<file path="src/rtl/mux_stream_rr_if.sv">
// rtl/mux_stream_rr_if.sv - stream bundle between N producers, the mux and one consumer
interface mux_stream_rr_if #(
    parameter int WIDTH = 8,
    parameter int N     = 4
);
    localparam int SELW = $clog2(N);

    logic [N*WIDTH-1:0] in_data;
    logic [N-1:0]       in_valid;
    logic [N-1:0]       in_ready;
    logic [WIDTH-1:0]   out_data;
    logic               out_valid;
    logic [SELW-1:0]    out_chan;
    logic               out_ready;

    // Mux side of the bundle
    modport slave (
        input  in_data,
        input  in_valid,
        output in_ready,
        output out_data,
        output out_valid,
        output out_chan,
        input  out_ready
    );

    // Producer/consumer side of the bundle
    modport master (
        output in_data,
        output in_valid,
        input  in_ready,
        input  out_data,
        input  out_valid,
        input  out_chan,
        output out_ready
    );
endinterface

</file>
<file path="src/rtl/mux_stream_rr.sv">
// rtl/mux_stream_rr.sv - registered N-channel stream mux with manual or round-robin grant
module mux_stream_rr #(
    parameter  int WIDTH = 8,
    parameter  int N     = 4,
    localparam int SELW  = $clog2(N)
) (
    input  logic                 clk,
    input  logic                 rst_n,
    input  logic                 mode,
    input  logic [SELW-1:0]      sel,
    mux_stream_rr_if.slave       bus
);
    logic [WIDTH-1:0] out_data_q, out_data_d;
    logic             out_valid_q, out_valid_d;
    logic [SELW-1:0]  out_chan_q, out_chan_d;
    logic [SELW-1:0]  ptr_q, ptr_d;

    logic             load_en;
    logic             grant_ok;
    logic             xfer;
    logic [SELW-1:0]  grant;
    logic [SELW:0]    idx_w;
    logic [N-1:0]     in_ready_w;

    assign load_en = !out_valid_q || bus.out_ready;

    // Scan from the highest offset down so the lowest offset from ptr wins
    always_comb begin
        grant    = '0;
        grant_ok = 1'b0;
        idx_w    = '0;
        if (!mode) begin
            grant    = sel;
            grant_ok = ({1'b0, sel} < (SELW+1)'(N));
        end else begin
            grant_ok = |bus.in_valid;
            for (int k = N - 1; k >= 0; k--) begin
                idx_w = {1'b0, ptr_q} + (SELW+1)'(k);
                if (idx_w >= (SELW+1)'(N))
                    idx_w = idx_w - (SELW+1)'(N);
                if (bus.in_valid[idx_w[SELW-1:0]])
                    grant = idx_w[SELW-1:0];
            end
        end
    end

    // rst_n gating keeps every ready low while reset is held
    always_comb begin
        in_ready_w = '0;
        for (int i = 0; i < N; i++)
            in_ready_w[i] = rst_n && load_en && grant_ok && (grant == SELW'(i));
    end

    assign xfer = |(bus.in_valid & in_ready_w);

    always_comb begin
        out_data_d  = out_data_q;
        out_valid_d = out_valid_q;
        out_chan_d  = out_chan_q;
        ptr_d       = ptr_q;
        if (load_en) begin
            out_valid_d = xfer;
            if (xfer) begin
                out_data_d = bus.in_data[grant*WIDTH +: WIDTH];
                out_chan_d = grant;
                if (mode)
                    ptr_d = (grant == SELW'(N - 1)) ? '0 : grant + 1'b1;
            end
        end
    end

    always_ff @(posedge clk or negedge rst_n) begin
        if (!rst_n) begin
            out_data_q  <= '0;
            out_valid_q <= 1'b0;
            out_chan_q  <= '0;
            ptr_q       <= '0;
        end else begin
            out_data_q  <= out_data_d;
            out_valid_q <= out_valid_d;
            out_chan_q  <= out_chan_d;
            ptr_q       <= ptr_d;
        end
    end

    assign bus.in_ready  = in_ready_w;
    assign bus.out_data  = out_data_q;
    assign bus.out_valid = out_valid_q;
    assign bus.out_chan  = out_chan_q;
endmodule

</file>
<file path="src/flat_wrapper.sv">
// flat-port wrapper written by rule: the top's interface ports become plain ports
module mux_stream_rr_flat 
#(
    parameter  int WIDTH = 8,
    parameter  int N     = 4,
    localparam int SELW  = $clog2(N)
)
  (clk, rst_n, mode, sel, bus_in_data, bus_in_valid, bus_in_ready, bus_out_data, bus_out_valid, bus_out_chan, bus_out_ready);
  mux_stream_rr_if #(.WIDTH(WIDTH), .N(N)) bus_i ();
  input  logic clk;
  input  logic rst_n;
  input  logic mode;
  input  logic [SELW-1:0] sel;
  input wire logic [$bits(bus_i.in_data)-1:0] bus_in_data;
  input wire logic [$bits(bus_i.in_valid)-1:0] bus_in_valid;
  output wire logic [$bits(bus_i.in_ready)-1:0] bus_in_ready;
  output wire logic [$bits(bus_i.out_data)-1:0] bus_out_data;
  output wire logic [$bits(bus_i.out_valid)-1:0] bus_out_valid;
  output wire logic [$bits(bus_i.out_chan)-1:0] bus_out_chan;
  input wire logic [$bits(bus_i.out_ready)-1:0] bus_out_ready;
  assign bus_i.in_data = bus_in_data;
  assign bus_i.in_valid = bus_in_valid;
  assign bus_in_ready = bus_i.in_ready;
  assign bus_out_data = bus_i.out_data;
  assign bus_out_valid = bus_i.out_valid;
  assign bus_out_chan = bus_i.out_chan;
  assign bus_i.out_ready = bus_out_ready;
  mux_stream_rr #(.WIDTH(WIDTH), .N(N)) u_core (.clk(clk), .rst_n(rst_n), .mode(mode), .sel(sel), .bus(bus_i));
endmodule
</file>
<file path="config.mk">
export PLATFORM = sky130hd
export DESIGN_NAME = mux_stream_rr_flat
export DESIGN_NICKNAME = d
export VERILOG_FILES = /design/src/rtl/mux_stream_rr_if.sv /design/src/rtl/mux_stream_rr.sv /design/src/flat_wrapper.sv
export SDC_FILE = /design/constraint.sdc
export NUM_CORES = 1
export LEC_CHECK = 0
export ABC_AREA = 1
export CAP_MARGIN = 10
export CORE_UTILIZATION = 38
export CTS_BUF_LIST = sky130_fd_sc_hd__clkbuf_8
export DETAILED_ROUTE_END_ITERATION = 10
export GPL_ROUTABILITY_DRIVEN = 0
export PLACE_DENSITY = 0.85
export SLEW_MARGIN = 25
export SYNTH_ARGS = -nofsm -noshare
export SYNTH_HDL_FRONTEND = slang
export SYNTH_SLANG_ARGS = --single-unit
</file>
<file path="constraint.sdc">
create_clock -name clk -period 5.5 [get_ports clk]
set_clock_uncertainty 0.2 [all_clocks]
set_input_delay 0.825 -clock clk [delete_from_list [all_inputs] [get_ports clk]]
set_output_delay 0.825 -clock clk [all_outputs]
set_load 0.005 [all_outputs]
</file>
==> results of run 1 <==
[worst min-delay path: cells and delay by family (launching register included)]
kind | cells | cell delay [ns]
AND/OR/NAND/NOR | 2 | 0.10
flip-flops | 1 | 0.34
[cells by family (layout without fill, tap and decap cells)]
logic type | Yosys count | count (layout) | share of synthesized area, %
AO/OA/AOI/OAI | 40 | 40 | 18.79
flip-flops | 13 | 13 | 29.25
buffers and inverters | 29 | 83 | 12.71
AND/OR/NAND/NOR | 95 | 95 | 38.13
adder cells (fa/ha/maj) | 1 | 1 | 1.125
[Yosys cell counts (all sizes together)]
cell type  number
a31oi           1
dfrtp          13
nor3            1
or2             1
nand2          66
buf             6
nand4           4
o21ai          29
inv            22
clkbuf          1
o221ai          1
ha              1
a21oi           9
nand3          10
nor2           13
[cell usage in the layout, fill, tap and decap left out, drive strengths merged, types with 3 or more instances in the layout]
cell and instances:
dfrtp 13, nand3 10, inv 23, a21oi 9, clkbuf 3, clkdlybuf4s50 56, nor2 13, nand2 66
nand4 4, o21ai 29
[state kept, by name, summed over array words and instances (netlist names)]
| name | cells |
|---|---|
| u_core.bus.out_data | 8 |
| u_core.bus.out_chan | 2 |
| u_core.bus.out_valid | 1 |
| u_core.ptr_q | 2 |
[through the flow]
stage / setup WS (ns) / std cells
2_1_floorplan: 2.424 / 178
3_3_place_gp: 1.255 / 259
3_5_place_dp: 1.173 / 259
4_1_cts: 1.166 / 263
5_1_grt: 0.9361 / 263
6_report: 1.165 / 263
[per-layer routing]
metal  GRT usage (%)  routed length (µm)  vias up
li1                -                   -      680
met4           1.045                   0        0
met5               0                   0        -
met2           36.73                1466       60
met3           8.140                 259        0
met1           22.40                1233      591
[final cells by class]
cell class	instances	area, µm²	share of cell area (%)
clock buffer	3	41.29	2.418
clock inverter	1	3.754	0.2198
inverter	22	85.08	4.982
multi-input combinational	136	645.6	37.80
sequential	13	325.3	19.05
tap	31	38.79	2.271
timing repair buffer	57	568.0	33.26
[worst paths after layout]
kind | from | end | slack, ns
setup / recovery | bus_in_valid[1] | bus_in_ready[3] | 1.17
setup reg to reg | u_core.ptr_q[0] | u_core.bus.out_chan[1] | 2.61
hold reg to reg | u_core.bus.out_data[6] | u_core.bus.out_data[6] | 0.27
hold / removal | u_core.bus.out_data[6] | u_core.bus.out_data[6] | 0.27
min in group asynchronous | rst_n | u_core.bus.out_data[3] | 0.69
max in group asynchronous | rst_n | u_core.bus.out_data[2] | 4.25
[report_power, final]
part	switching (mW)	internal [mW]
Combinational	0.230	0.197
Clock	0.0323	0.0492
Sequential	0.0419	0.141
Total	0.304	0.387
==> results.tsv, run 1 <==
metric	value	unit
Rows	19	
H-tree levels	1	
Synth-to-Final Area Change	53.54	%
Lkg Pwr	0.8253	nW
first-pass GRT wire length	4995	µm
DP HPWL	2350	µm
post-CTS repair timing setup buffer count	0	
die area	0.003148	mm²
routed via count	1331	
DR WL/cell	11.25	µm
vias in the first global route	1233	
post-cts resize count	0	
CTS tree	built	
f_max	230.7	MHz
Final setup viols	0	
Yosys reg bits	13	
Min Clock Period, post-route	4.335	ns
I/O pin count	57	
Final ANT Viol Nets	0	
Avg Inst Size Synth	6.249	µm²
largest net degree at the start of global routing	30	
Max rail drop VDD	360.0	µV
R2R cell count	16	
hold slack final	0.2734	ns
Placed Area	0.001663	mm²
total gr overflow	0	
initial DRC count	31	
delay of the slowest critical-path stage	0.53	ns
Final Total Pwr	691.1	µW
routed wire length	2959	µm
period utilization	78.82	%
port bufs	56	
clock latency on the worst-skew pair	0.24	ns
Setup crit start kind	primary input	
Core ar.	0.002758	mm²
Unique masters post-synth	27	
CP endpoint kind	output port	
Total GRT Usage	19.91	%
Stages on worst setup path	15	
TritonRoute pass-1 iters	4	
Max clock buf depth	2	
post-synthesis sequential area ratio	29.25	%
Diodes inserted	0	
initial antenna violation count	0	
WP data required	4.47	ns
Die Span Y	56.11	µm
Rel. slew slack	69.71	%
Core Util, Final	61.93	%
Power Dens Cells	404.7	mW/mm²
post-synth net total	221	
DR vias/cell	5.061	
RSZ-0062 raised after global routing	no	
fillers	260	
CP Class	in2out	
CP Max Fanout	29	
layout cell share with drive strength beyond 1	7.759	%
critical-path cell list	clkdlybuf4s50_1 -> inv_1 -> nand2_1 -> nand3_1 -> nand2_1 -> nand3_1 -> nand3_1 -> nand2_1 -> inv_1 -> nand2_2 -> nand2_2 -> ha_1 -> inv_1 -> nor2_1 -> clkdlybuf4s50_1	
Initial Utilization	40.34	%
post-synth top area share	29.25	%
top cells by area, synth	dfrtp_1 29%, nand2_1 20%, o21ai_0 10%, inv_1 6.4%, a21oi_1 4.0%	
Mapped Cells	178	
post-layout net count	276	
design area	0.001708	mm²
outcome	finished, final reports clean	
largest area contributor in the netlist	dfrtp_1	
Least-Margin Pin Slew	0.4543	ns
clk sink count	13	
CP delay by family, top	buffers and inverters	
hold crit path type	reg2reg	
CP Data Arrival Time	3.31	ns
Yosys Warn Count	0	
Clock transition at path regs	0.05	ns
Mapped Area	0.001112	mm²
setup TNS after final layout	0	ns
Slew Viols, Final	0	
Slowest-stage cell, CP	clkdlybuf4s50_1	
WHS Path Cells	2	
Die X-Extent	56.11	µm
max capacitance violation total	0	
number of CTS-inserted buffers	3	
final hold violation count	0	
WP buf/inv	5	
DRC	0	
hold buffers post-CTS	0	
CTS root buf	clkbuf_8	
(Power assumes the default switching activity.)
==> run 2, diff against run 1 <==
--- a/config.mk
+++ b/config.mk
@@ -7,11 +7,11 @@
 export LEC_CHECK = 0
 export ABC_AREA = 1
 export CAP_MARGIN = 10
-export CORE_UTILIZATION = 38
+export CORE_UTILIZATION = 37
 export CTS_BUF_LIST = sky130_fd_sc_hd__clkbuf_8
 export DETAILED_ROUTE_END_ITERATION = 10
 export GPL_ROUTABILITY_DRIVEN = 0
-export PLACE_DENSITY = 0.85
+export PLACE_DENSITY = 0.86
 export SLEW_MARGIN = 25
 export SYNTH_ARGS = -nofsm -noshare
 export SYNTH_HDL_FRONTEND = slang
==> constraint.sdc (replaced) <==
create_clock -name clk -period 3.75 [get_ports clk]
set_clock_uncertainty 0.2 [all_clocks]
set_input_delay 0.5625 -clock clk [delete_from_list [all_inputs] [get_ports clk]]
set_output_delay 0.5625 -clock clk [all_outputs]
set_load 0.005 [all_outputs]
==> run 2 against run 1 <==
Compared with the run above: via count up 1.1%; worst setup slack worse by 0.92 ns; critical path depth unchanged; count of clock-buffer cells in the layout unchanged; cell area up 1.4%; register-to-register slack worse by 1.5 ns; final cell count up 0.76%; non-clock buffer count up 2; core utilization down 0.20 points; sequential power up 46%; die area up 2.6%; global-route usage up 1.7 points; highest routed layer is now met4.
==> results.tsv, run 2 (synthesized netlist as in run 1, its figures left out) <==
metric	value	unit	change
setup TNS after final layout	0	ns	unchanged
CTS tree	built		
Diodes inserted	0		unchanged
period utilization	93.48	%	
CP Max Fanout	14		-52%
CP startpoint	bus_in_valid[1]		
worst flop-to-flop path startpoint	u_core.ptr_q[0]		
routed via count	1345		+1.1%
Max rail drop VDD	372.5	µV	+3.5%
I/O pin count	57		unchanged
Die X-Extent	56.83	µm	+1.3%
f_max	285.3	MHz	
CP endpoint kind	output port		
WP data required	2.99	ns	-1.48 ns
design area	0.001732	mm²	+1.4%
post-layout net count	278		+0.72%
Rows	19		unchanged
Total GRT Usage	21.62	%	+1.7 points
fillers	270		+3.8%
routed wire length	3262	µm	+10%
Layout Cells excl Fill	265		+0.76%
commonest non-fill, non-tap cell in the layout	nand2_1		
Core ar.	0.002805	mm²	+1.7%
clk sink count	13		unchanged
Setup crit start kind	primary input		
hold crit path type	reg2reg		
outcome	finished, final reports clean		
H-tree levels	1		unchanged
DR WL/cell	12.31	µm	+9.4%
largest net degree at the start of global routing	20		-33%
TritonRoute pass-1 iters	4		unchanged
initial antenna violation count	0		unchanged
die area	0.003230	mm²	+2.6%
Placed Area	0.001678	mm²	+0.90%
initial DRC count	104		+240%
layout cell share with drive strength beyond 1	9.402	%	+1.6 points
DR vias/cell	5.075		+0.29%
CTS root buf	clkbuf_8		
Slew Viols, Final	0		unchanged
DP HPWL	2616	µm	+11%
first-pass GRT wire length	5416	µm	+8.4%
Core Util, Final	61.73	%	-0.20 points
Clock transition at path regs	0.05	ns	about the same
Initial Utilization	39.65	%	-0.68 points
CP Class	in2out		
Lkg Pwr	0.8365	nW	+1.4%
Min Clock Period, post-route	3.505	ns	
most frequent cells in the layout	59 x nand2_1, 56 x clkdlybuf4s50_1, 23 x o21ai_0		
hold buffers post-CTS	0		unchanged
post-CTS repair timing setup buffer count	0		unchanged
max capacitance violation total	0		unchanged
DRC	0		unchanged
total gr overflow	0		unchanged
Synth-to-Final Area Change	55.68	%	
CP Data Arrival Time	2.74	ns	-0.57 ns
Least-Margin Pin Slew	0.4674	ns	+0.01314 ns
worst hold start	u_core.bus.out_data[2]		
clock latency on the worst-skew pair	0.25	ns	about the same
port bufs	56		unchanged
Max clock buf depth	2		unchanged
max FFs per register	8		unchanged
Final setup viols	0		unchanged
Final ANT Viol Nets	0		unchanged
Die Span Y	56.83	µm	+1.3%
Rel. slew slack	68.84	%	-0.88 points
number of CTS-inserted buffers	3		unchanged
placed cell count	261		+0.77%
final hold violation count	0		unchanged
hold slack final	0.2819	ns	+0.008492 ns
post-cts resize count	0		unchanged
vias in the first global route	1282		+4.0%
Power Dens Cells	607.0	mW/mm²	+50%
-- run 2: cell types whose count changed in the layout (fill, tap and decap cells not counted), sizes merged --
cell / delta
buf: +2
-- run 2: per-layer routing --
layer	vias up	track usage, %	share of wire (%)
li1	684	-	-
met1	592	24.50	39
met2	63	37.76	51
met3	6	6.221	8.5
met4	0	9.059	1.0
met5	-	0	0
-- run 2: worst paths after layout --
check | to | slack (ns) | depth (start not counted)
worst min-delay path | u_core.bus.out_data[2] | 0.28 | 2
max in group asynchronous | u_core.bus.out_data[3] | 2.71 | 2
min in group asynchronous | u_core.bus.out_data[6] | 0.47 | 2
worst max-delay path | bus_in_ready[1] | 0.24 | 15
worst max register to register | u_core.bus.out_chan[0] | 1.11 | 16
worst min register to register | u_core.bus.out_data[2] | 0.28 | 2
-- run 2: final cells by class --
| type | count | area (µm²) | area share, % |
|---|---|---|---|
| Clock buffer | 3 | 41.29 | 2.384 |
| Clock inverter | 1 | 3.754 | 0.2168 |
| Inverter | 22 | 85.08 | 4.913 |
| Multi-Input combinational cell | 136 | 650.6 | 37.57 |
| Sequential cell | 13 | 325.3 | 18.79 |
| Tap cell | 31 | 38.79 | 2.240 |
| Timing Repair Buffer | 59 | 586.8 | 33.89 |
-- run 2: power breakdown --
| group | switching (mW) | total [mW] | internal, mW |
|---|---|---|---|
| Clock | 0.0517 | 0.124 | 0.0724 |
| Sequential | 0.0589 | 0.265 | 0.206 |
| Combinational | 0.356 | 0.662 | 0.306 |
-- run 2: critical path, stage by stage --
cell	delay (ns)
clkdlybuf4s50_1	0.52
inv_1	0.08
nand2_2	0.08
nand3_1	0.10
nand2_1	0.09
nand3_1	0.08
nand3_1	0.08
nand2_1	0.05
inv_1	0.06
nand2_2	0.07
nand2_2	0.10
buf_6	0.15
inv_2	0.10
nor2_1	0.09
clkdlybuf4s50_1	0.50
-- run 2: metrics by stage --
stage	power, mW	worst slack (ns)
2_1_floorplan	0.6788	1.159
3_3_place_gp	0.8982	0.2887
3_5_place_dp	0.9178	0.2193
4_1_cts	1.047	0.2139
5_1_grt	1.144	-0.001910
6_report	1.051	0.2445
